===== config.mk =====
export PLATFORM = sky130hd
export DESIGN_NAME = axil_rd_arbiter
export DESIGN_NICKNAME = d
export VERILOG_FILES = /design/src/rtl/axil_rd_arbiter_pkg.sv /design/src/rtl/axil_rr_arbiter.sv /design/src/rtl/axil_rd_arbiter.sv
export SDC_FILE = /design/constraint.sdc
export NUM_CORES = 1
export LEC_CHECK = 0
export CAP_MARGIN = 20
export CORE_MARGIN = 1.5
export CORE_UTILIZATION = 37
export DETAILED_ROUTE_END_ITERATION = 16
export PLACE_DENSITY = 0.81
export SLEW_MARGIN = 5
export SYNTH_ARGS = -nofsm -noshare
export SYNTH_HDL_FRONTEND = slang
export SYNTH_SLANG_ARGS = --single-unit

===== constraint.sdc =====
create_clock -name clk -period 2 [get_ports clk]
set_input_delay 0.4 -clock clk [delete_from_list [all_inputs] [get_ports clk]]
set_output_delay 0.4 -clock clk [all_outputs]
set_load 0.05 [all_outputs]

===== src/rtl/axil_rd_arbiter_pkg.sv =====
// Shared definitions for the AXI4-lite read/write arbiters.
// Holds the arbiter FSM state encoding, AXI response codes, fixed sideband
// widths and the round-robin index helper.
package axil_rd_arbiter_pkg;

  localparam int unsigned STATE_W = 2;
  localparam int unsigned PROT_W  = 3;
  localparam int unsigned RESP_W  = 2;

  // Arbiter transaction phases; encoding is shared with the write-side arbiter.
  typedef enum logic [STATE_W-1:0] {
    ST_IDLE = 2'd0,
    ST_ADDR = 2'd1,
    ST_DATA = 2'd2,
    ST_RESP = 2'd3
  } axil_state_e;

  // AXI4-lite response codes.
  localparam logic [RESP_W-1:0] RESP_OKAY   = 2'b00;
  localparam logic [RESP_W-1:0] RESP_SLVERR = 2'b10;
  localparam logic [RESP_W-1:0] RESP_DECERR = 2'b11;

  // Port index reached by stepping 'offset' places past 'last', wrapping at 'count'.
  function automatic int unsigned rr_index(input int unsigned last,
                                           input int unsigned offset,
                                           input int unsigned count);
    return (last + offset) % count;
  endfunction

  // True for the error responses a slave may return.
  function automatic logic resp_is_error(input logic [RESP_W-1:0] resp);
    return (resp == RESP_SLVERR) || (resp == RESP_DECERR);
  endfunction

endpackage


===== src/rtl/axil_rr_arbiter.sv =====
// Round-robin priority encoder, purely combinational.
// Ports:
//   req           request vector, one bit per requester
//   last          index of the most recently granted requester
//   grant_valid_c at least one request is present
//   grant_c       one-hot grant
//   grant_idx_c   binary index of the granted requester
// The search starts one place after 'last' and wraps, so the requester that
// was just served has the lowest priority on the next round.
module axil_rr_arbiter
  import axil_rd_arbiter_pkg::*;
#(
  parameter int unsigned S_COUNT = 2,
  localparam int unsigned CL_S_COUNT = $clog2(S_COUNT)
) (
  input  logic [S_COUNT-1:0]    req,
  input  logic [CL_S_COUNT-1:0] last,
  output logic                  grant_valid_c,
  output logic [S_COUNT-1:0]    grant_c,
  output logic [CL_S_COUNT-1:0] grant_idx_c
);

  // First requester found walking forward from last+1.
  always_comb begin
    grant_valid_c = 1'b0;
    grant_c       = '0;
    grant_idx_c   = '0;
    for (int unsigned off = 1; off <= S_COUNT; off++) begin
      if (!grant_valid_c && req[CL_S_COUNT'(rr_index(32'(last), off, S_COUNT))]) begin
        grant_valid_c = 1'b1;
        grant_idx_c   = CL_S_COUNT'(rr_index(32'(last), off, S_COUNT));
        grant_c[CL_S_COUNT'(rr_index(32'(last), off, S_COUNT))] = 1'b1;
      end
    end
  end

endmodule


===== src/rtl/axil_rd_arbiter.sv =====
// AXI4-lite read arbiter: shares one read master port between S_COUNT
// requesters with round-robin arbitration and one read outstanding at a time.
// Ports:
//   clk, rst            clock, synchronous active-high reset
//   s_axil_ar*          per-requester read address channels (flattened)
//   s_axil_r*           per-requester read data channels; data/resp replicated,
//                       rvalid only toward the granted requester
//   m_axil_ar*          shared downstream read address channel
//   m_axil_r*           shared downstream read data channel
// s_axil_arready is the only combinational output; everything else is driven
// straight from flops.
module axil_rd_arbiter
  import axil_rd_arbiter_pkg::*;
#(
  parameter int unsigned S_COUNT    = 2,
  parameter int unsigned DATA_WIDTH = 32,
  parameter int unsigned ADDR_WIDTH = 32,
  localparam int unsigned CL_S_COUNT = $clog2(S_COUNT)
) (
  input  logic                            clk,
  input  logic                            rst,

  input  logic [S_COUNT*ADDR_WIDTH-1:0]   s_axil_araddr,
  input  logic [S_COUNT*PROT_W-1:0]       s_axil_arprot,
  input  logic [S_COUNT-1:0]              s_axil_arvalid,
  output logic [S_COUNT-1:0]              s_axil_arready,
  output logic [S_COUNT*DATA_WIDTH-1:0]   s_axil_rdata,
  output logic [S_COUNT*RESP_W-1:0]       s_axil_rresp,
  output logic [S_COUNT-1:0]              s_axil_rvalid,
  input  logic [S_COUNT-1:0]              s_axil_rready,

  output logic [ADDR_WIDTH-1:0]           m_axil_araddr,
  output logic [PROT_W-1:0]               m_axil_arprot,
  output logic                            m_axil_arvalid,
  input  logic                            m_axil_arready,
  input  logic [DATA_WIDTH-1:0]           m_axil_rdata,
  input  logic [RESP_W-1:0]               m_axil_rresp,
  input  logic                            m_axil_rvalid,
  output logic                            m_axil_rready
);

  axil_state_e state_q;
  axil_state_e state_d;

  logic                    arb_valid_c;
  logic [S_COUNT-1:0]      arb_grant_c;
  logic [CL_S_COUNT-1:0]   arb_idx_c;

  logic [CL_S_COUNT-1:0]   last_q;
  logic [CL_S_COUNT-1:0]   grant_idx_q;
  logic [S_COUNT-1:0]      grant_oh_q;

  logic                    ar_capture_c;
  logic                    r_capture_c;
  logic                    granted_rready_c;
  logic [S_COUNT-1:0]      s_arready_c;

  logic                    m_arvalid_q;
  logic                    m_arvalid_d;
  logic                    m_rready_q;
  logic                    m_rready_d;
  logic [S_COUNT-1:0]      s_rvalid_q;
  logic [S_COUNT-1:0]      s_rvalid_d;

  logic [ADDR_WIDTH-1:0]   araddr_q;
  logic [PROT_W-1:0]       arprot_q;
  logic [DATA_WIDTH-1:0]   rdata_q;
  logic [RESP_W-1:0]       rresp_q;

  // Round-robin selection among the requesters currently asserting arvalid.
  axil_rr_arbiter #(
    .S_COUNT (S_COUNT)
  ) u_rr (
    .req           (s_axil_arvalid),
    .last          (last_q),
    .grant_valid_c (arb_valid_c),
    .grant_c       (arb_grant_c),
    .grant_idx_c   (arb_idx_c)
  );

  // Only the requester that owns the outstanding read can close the response.
  assign granted_rready_c = s_axil_rready[grant_idx_q];

  // State register.
  always_ff @(posedge clk) begin
    if (rst) begin
      state_q <= ST_IDLE;
    end else begin
      state_q <= state_d;
    end
  end

  // Next-state logic.
  always_comb begin
    state_d = state_q;
    case (state_q)
      ST_IDLE: if (arb_valid_c)      state_d = ST_ADDR;
      ST_ADDR: if (m_axil_arready)   state_d = ST_DATA;
      ST_DATA: if (m_axil_rvalid)    state_d = ST_RESP;
      ST_RESP: if (granted_rready_c) state_d = ST_IDLE;
      default:                       state_d = ST_IDLE;
    endcase
  end

  // Output logic: arready plus next values of the registered handshake outputs.
  always_comb begin
    s_arready_c  = '0;
    ar_capture_c = 1'b0;
    r_capture_c  = 1'b0;
    m_arvalid_d  = 1'b0;
    m_rready_d   = 1'b0;
    s_rvalid_d   = '0;
    case (state_q)
      ST_IDLE: begin
        if (arb_valid_c) begin
          s_arready_c  = arb_grant_c;
          ar_capture_c = 1'b1;
          m_arvalid_d  = 1'b1;
        end
      end
      ST_ADDR: begin
        // rready rises on the same edge that completes the AR handshake.
        m_arvalid_d = !m_axil_arready;
        m_rready_d  = m_axil_arready;
      end
      ST_DATA: begin
        m_rready_d = !m_axil_rvalid;
        if (m_axil_rvalid) begin
          r_capture_c = 1'b1;
          s_rvalid_d  = grant_oh_q;
        end
      end
      ST_RESP: begin
        if (!granted_rready_c) begin
          s_rvalid_d = grant_oh_q;
        end
      end
      default: begin
        s_rvalid_d = '0;
      end
    endcase
  end

  // Registered outputs, captured request and captured response.
  always_ff @(posedge clk) begin
    if (rst) begin
      m_arvalid_q <= 1'b0;
      m_rready_q  <= 1'b0;
      s_rvalid_q  <= '0;
      araddr_q    <= '0;
      arprot_q    <= '0;
      rdata_q     <= '0;
      rresp_q     <= RESP_OKAY;
      grant_idx_q <= '0;
      grant_oh_q  <= '0;
      // Pointing at the last port gives port 0 first priority after reset.
      last_q      <= CL_S_COUNT'(S_COUNT - 1);
    end else begin
      m_arvalid_q <= m_arvalid_d;
      m_rready_q  <= m_rready_d;
      s_rvalid_q  <= s_rvalid_d;
      if (ar_capture_c) begin
        araddr_q    <= s_axil_araddr[32'(arb_idx_c)*ADDR_WIDTH +: ADDR_WIDTH];
        arprot_q    <= s_axil_arprot[32'(arb_idx_c)*PROT_W +: PROT_W];
        grant_idx_q <= arb_idx_c;
        grant_oh_q  <= arb_grant_c;
        last_q      <= arb_idx_c;
      end
      if (r_capture_c) begin
        rdata_q <= m_axil_rdata;
        rresp_q <= m_axil_rresp;
      end
    end
  end

  assign s_axil_arready = s_arready_c;
  assign s_axil_rvalid  = s_rvalid_q;
  assign s_axil_rdata   = {S_COUNT{rdata_q}};
  assign s_axil_rresp   = {S_COUNT{rresp_q}};

  assign m_axil_araddr  = araddr_q;
  assign m_axil_arprot  = arprot_q;
  assign m_axil_arvalid = m_arvalid_q;
  assign m_axil_rready  = m_rready_q;

endmodule


==> flow_metrics.env <==
export IMPL_clk_pin_slew_ns=0.09
export IMPL_layout_nets=691
export IMPL_firstDrtPassIters=4
export IMPL_finalClockSkew_ns=0.00939
export IMPL_io_buffers=220
export IMPL_seqPwrFrac_pct=30.0
export IMPL_initial_core_util_pct=38.0
export IMPL_powerDensity_mw_per_mm2=1240
export IMPL_synth_area_top_cells="dfxtp_1, mux2i_1, nand2_1"
export IMPL_die_x_um=100
export IMPL_synth_area_mm2=0.00350
export IMPL_p_switching_mw=3.13
export IMPL_slowest_stage="clkdlybuf4s50_1"
export IMPL_postCtsHoldBufs=0
export IMPL_insertion_delay_ns=0.35
export IMPL_status="finished, final reports clean"
export IMPL_ctsHtreeMaxLevel=3
export IMPL_ys_seq_elements=79
export IMPL_holdCritPathClass="in -> reg"
export IMPL_grt_pass1_wl_mm=14.7
export IMPL_end_kind="output pin"
export IMPL_ios=221
export IMPL_grt_overflow=0
export IMPL_ant_nets=0
export IMPL_grt_max_degree=54
export IMPL_finalCritPeriodShare_pct=97.5
export IMPL_layout_common_cells="clkdlybuf4s50_1, dfxtp_1, nand2_1, a21oi_1, nor2_1"
export IMPL_crit_required_ns=1.60
export IMPL_worst_path_largest_cell_delay_ns=0.83
export IMPL_maxSlewViolCount=0
export IMPL_p_int_mw=4.10
export IMPL_worstMarginPinSlew_ns=0.536
export IMPL_cts_sinks=79
export IMPL_hold_violations=0
export IMPL_cts_tree="yes"
export IMPL_max_slew_margin_pct=64.1
export IMPL_cp_arrival_ns=1.55
export IMPL_yosysWarnings=0
export IMPL_fin_ws_ns=0.0506
export IMPL_rsz0062_at_grt="false"
export IMPL_vias=3349
export IMPL_p_clk_share_pct=19.9
export IMPL_crit_buf_inv=1
export IMPL_timing_fmax_ghz=0.513
export IMPL_comb_power_share_pct=50.1
export IMPL_core_mm2=0.00920
export IMPL_ys_types=29
export IMPL_syn_nets=510
export IMPL_worstSetupPathType="reg -> out"
export IMPL_vias_per_cell=4.85
export IMPL_cts_inserted_buffers=9
export IMPL_diodes=0
export IMPL_synth_seq_area_share_pct=45.2
export IMPL_grt_pass1_vias=3212
export IMPL_rows=35
export IMPL_synth_avg_cell_area_um2=8.90
export IMPL_drt_iter0_markers=60
export IMPL_tns_ns=0
export IMPL_wl_mm=9.73
export IMPL_routedWlPerCell_um=14.1
export IMPL_yosys_area_top_type="dfxtp_1"
export IMPL_post_cts_buffers=0
export IMPL_root_buffer="clkbuf_8"
export IMPL_sw_frac_of_total_pct=43.4
export IMPL_antenna_found_initial=0
export IMPL_p_leak_nw=2.28
export IMPL_peakVddDrop_mv=0.607
export IMPL_cp_max_fo=3
export IMPL_worstPathCellList="clkdlybuf4s50_1"
export IMPL_cp_start_kind="flip-flop"
export IMPL_grt_use_total_pct=18.7
export IMPL_final_min_clock_period_ns=1.95
export IMPL_area_growth_pct=66.8
export IMPL_drc=0
export IMPL_die_area_mm2=0.0100
export IMPL_synthCells=393
export IMPL_die_h_um=100
export IMPL_final_common_cell="clkdlybuf4s50_1"
export IMPL_drive_gt1_share_pct=7.25
export IMPL_synth_top_area_share_pct=45.2
export IMPL_gp_congestion=0.811
export IMPL_cp_top_family="buffers and inverters"
export IMPL_drv_cap=0
export IMPL_place_hpwl_mm=7.34
export IMPL_cts_resized_gates=0
export IMPL_dpl_worst_slack_ns=0.0656
export IMPL_clk_path_buf_depth=2
export IMPL_setup_viol=0
-- flip-flops by register name, indices dropped and copies added, names as in the netlist --
register        cells
state_q             2
m_axil_rready       1
grant_idx_q         1
last_q              1
rresp_q             2
grant_oh_q          2
m_axil_arvalid      1
s_axil_rvalid       2
m_axil_araddr      32
m_axil_arprot       3
rdata_q            32
-- path summary, 6_finish.rpt --
kind                                    from                         end  slack, ns  cells after the start
setup / recovery     rdata_q[8]$_SDFFE_PP0P_            s_axil_rdata[40]       0.05                      1
hold reg to reg   grant_oh_q[1]$_SDFFE_PP0P_  grant_oh_q[1]$_SDFFE_PP0P_       0.47                      2
hold / removal                           rst  grant_oh_q[0]$_SDFFE_PP0P_       0.46                      2
setup reg to reg     state_q[0]$_SDFFE_PP0P_     state_q[1]$_SDFFE_PP0P_       0.30                      5
-- stage by stage --
stage	hold slack [ns]	utilization (%)	area (um2)	cells	power [mW]
after floorplan	0.432	-	3500	393	4.64
after global placement	0.437	60.6	5570	674	5.77
after detailed placement	0.454	60.6	5570	674	5.84
after CTS	0.455	63.2	5810	690	7.30
after global routing	0.461	63.4	5830	690	7.57
final	0.457	63.4	5830	690	7.23
-- layer usage --
| metal | global-route usage, % | part of all wire [%] | vias up |
|---|---|---|---|
| met2 | 35.0 | 51 | 149 |
| met4 | 6.28 | 1.6 | 0 |
| met3 | 6.55 | 7.9 | 15 |
| li1 | - | - | 1661 |
| met1 | 19.2 | 39 | 1524 |
| met5 | 0 | 0 | - |
-- power groups by stage --
stage | Clock (mW) | Sequential (mW) | Combinational [mW]
detailed placement | 0 | 2.20 | 3.64
global placement | 0 | 2.18 | 3.60
global route | 1.55 | 2.22 | 3.81
CTS | 1.47 | 2.17 | 3.65
floorplan | 0 | 3.35 | 1.29
finish | 1.44 | 2.17 | 3.62
-- kinds of logic (layout without fill, tap and decap cells) --
kind of cell             Yosys count  count (layout)  share of synthesized area (%)
buffers and inverters             65             251                           12.5
flip-flops                        79              79                           45.2
adder cells (fa/ha/maj)            5               5                           1.79
AND/OR/NAND/NOR                  125             125                           14.5
AO/OA/AOI/OAI                     81              81                           15.1
multiplexers                      38              38                           10.9
-- cell type report --
cell class                 count  area, um2
clock buffer                   9        124
clock inverter                 7        120
fill                         760       3360
inverter                       2       7.51
multi-input combinational    249       1490
sequential                    79       1580
tap                          111        139
timing repair buffer         233       2370
-- synthesized netlist by cell type --
cell        n
a2111oi_2   1
a211oi_1   33
a211oi_2    2
a21boi_2    1
a21oi_1    39
a31oi_1     1
a32oi_1     1
and2_1      2
and3_1      1
buf_12      3
buf_2       3
buf_4      35
buf_6       1
clkbuf_1   20
clkbuf_2    1
dfxtp_1    79
ha_1        5
inv_1       2
mux2i_1    38
nand2_1    73
nand2b_1    3
nor2_1     39
nor2b_1     2
nor3b_1     3
o21a_1      1
o21ai_0     1
o21bai_1    1
or2_2       1
or2b_1      1
No activity file was read; power rests on OpenSTA's default activity.
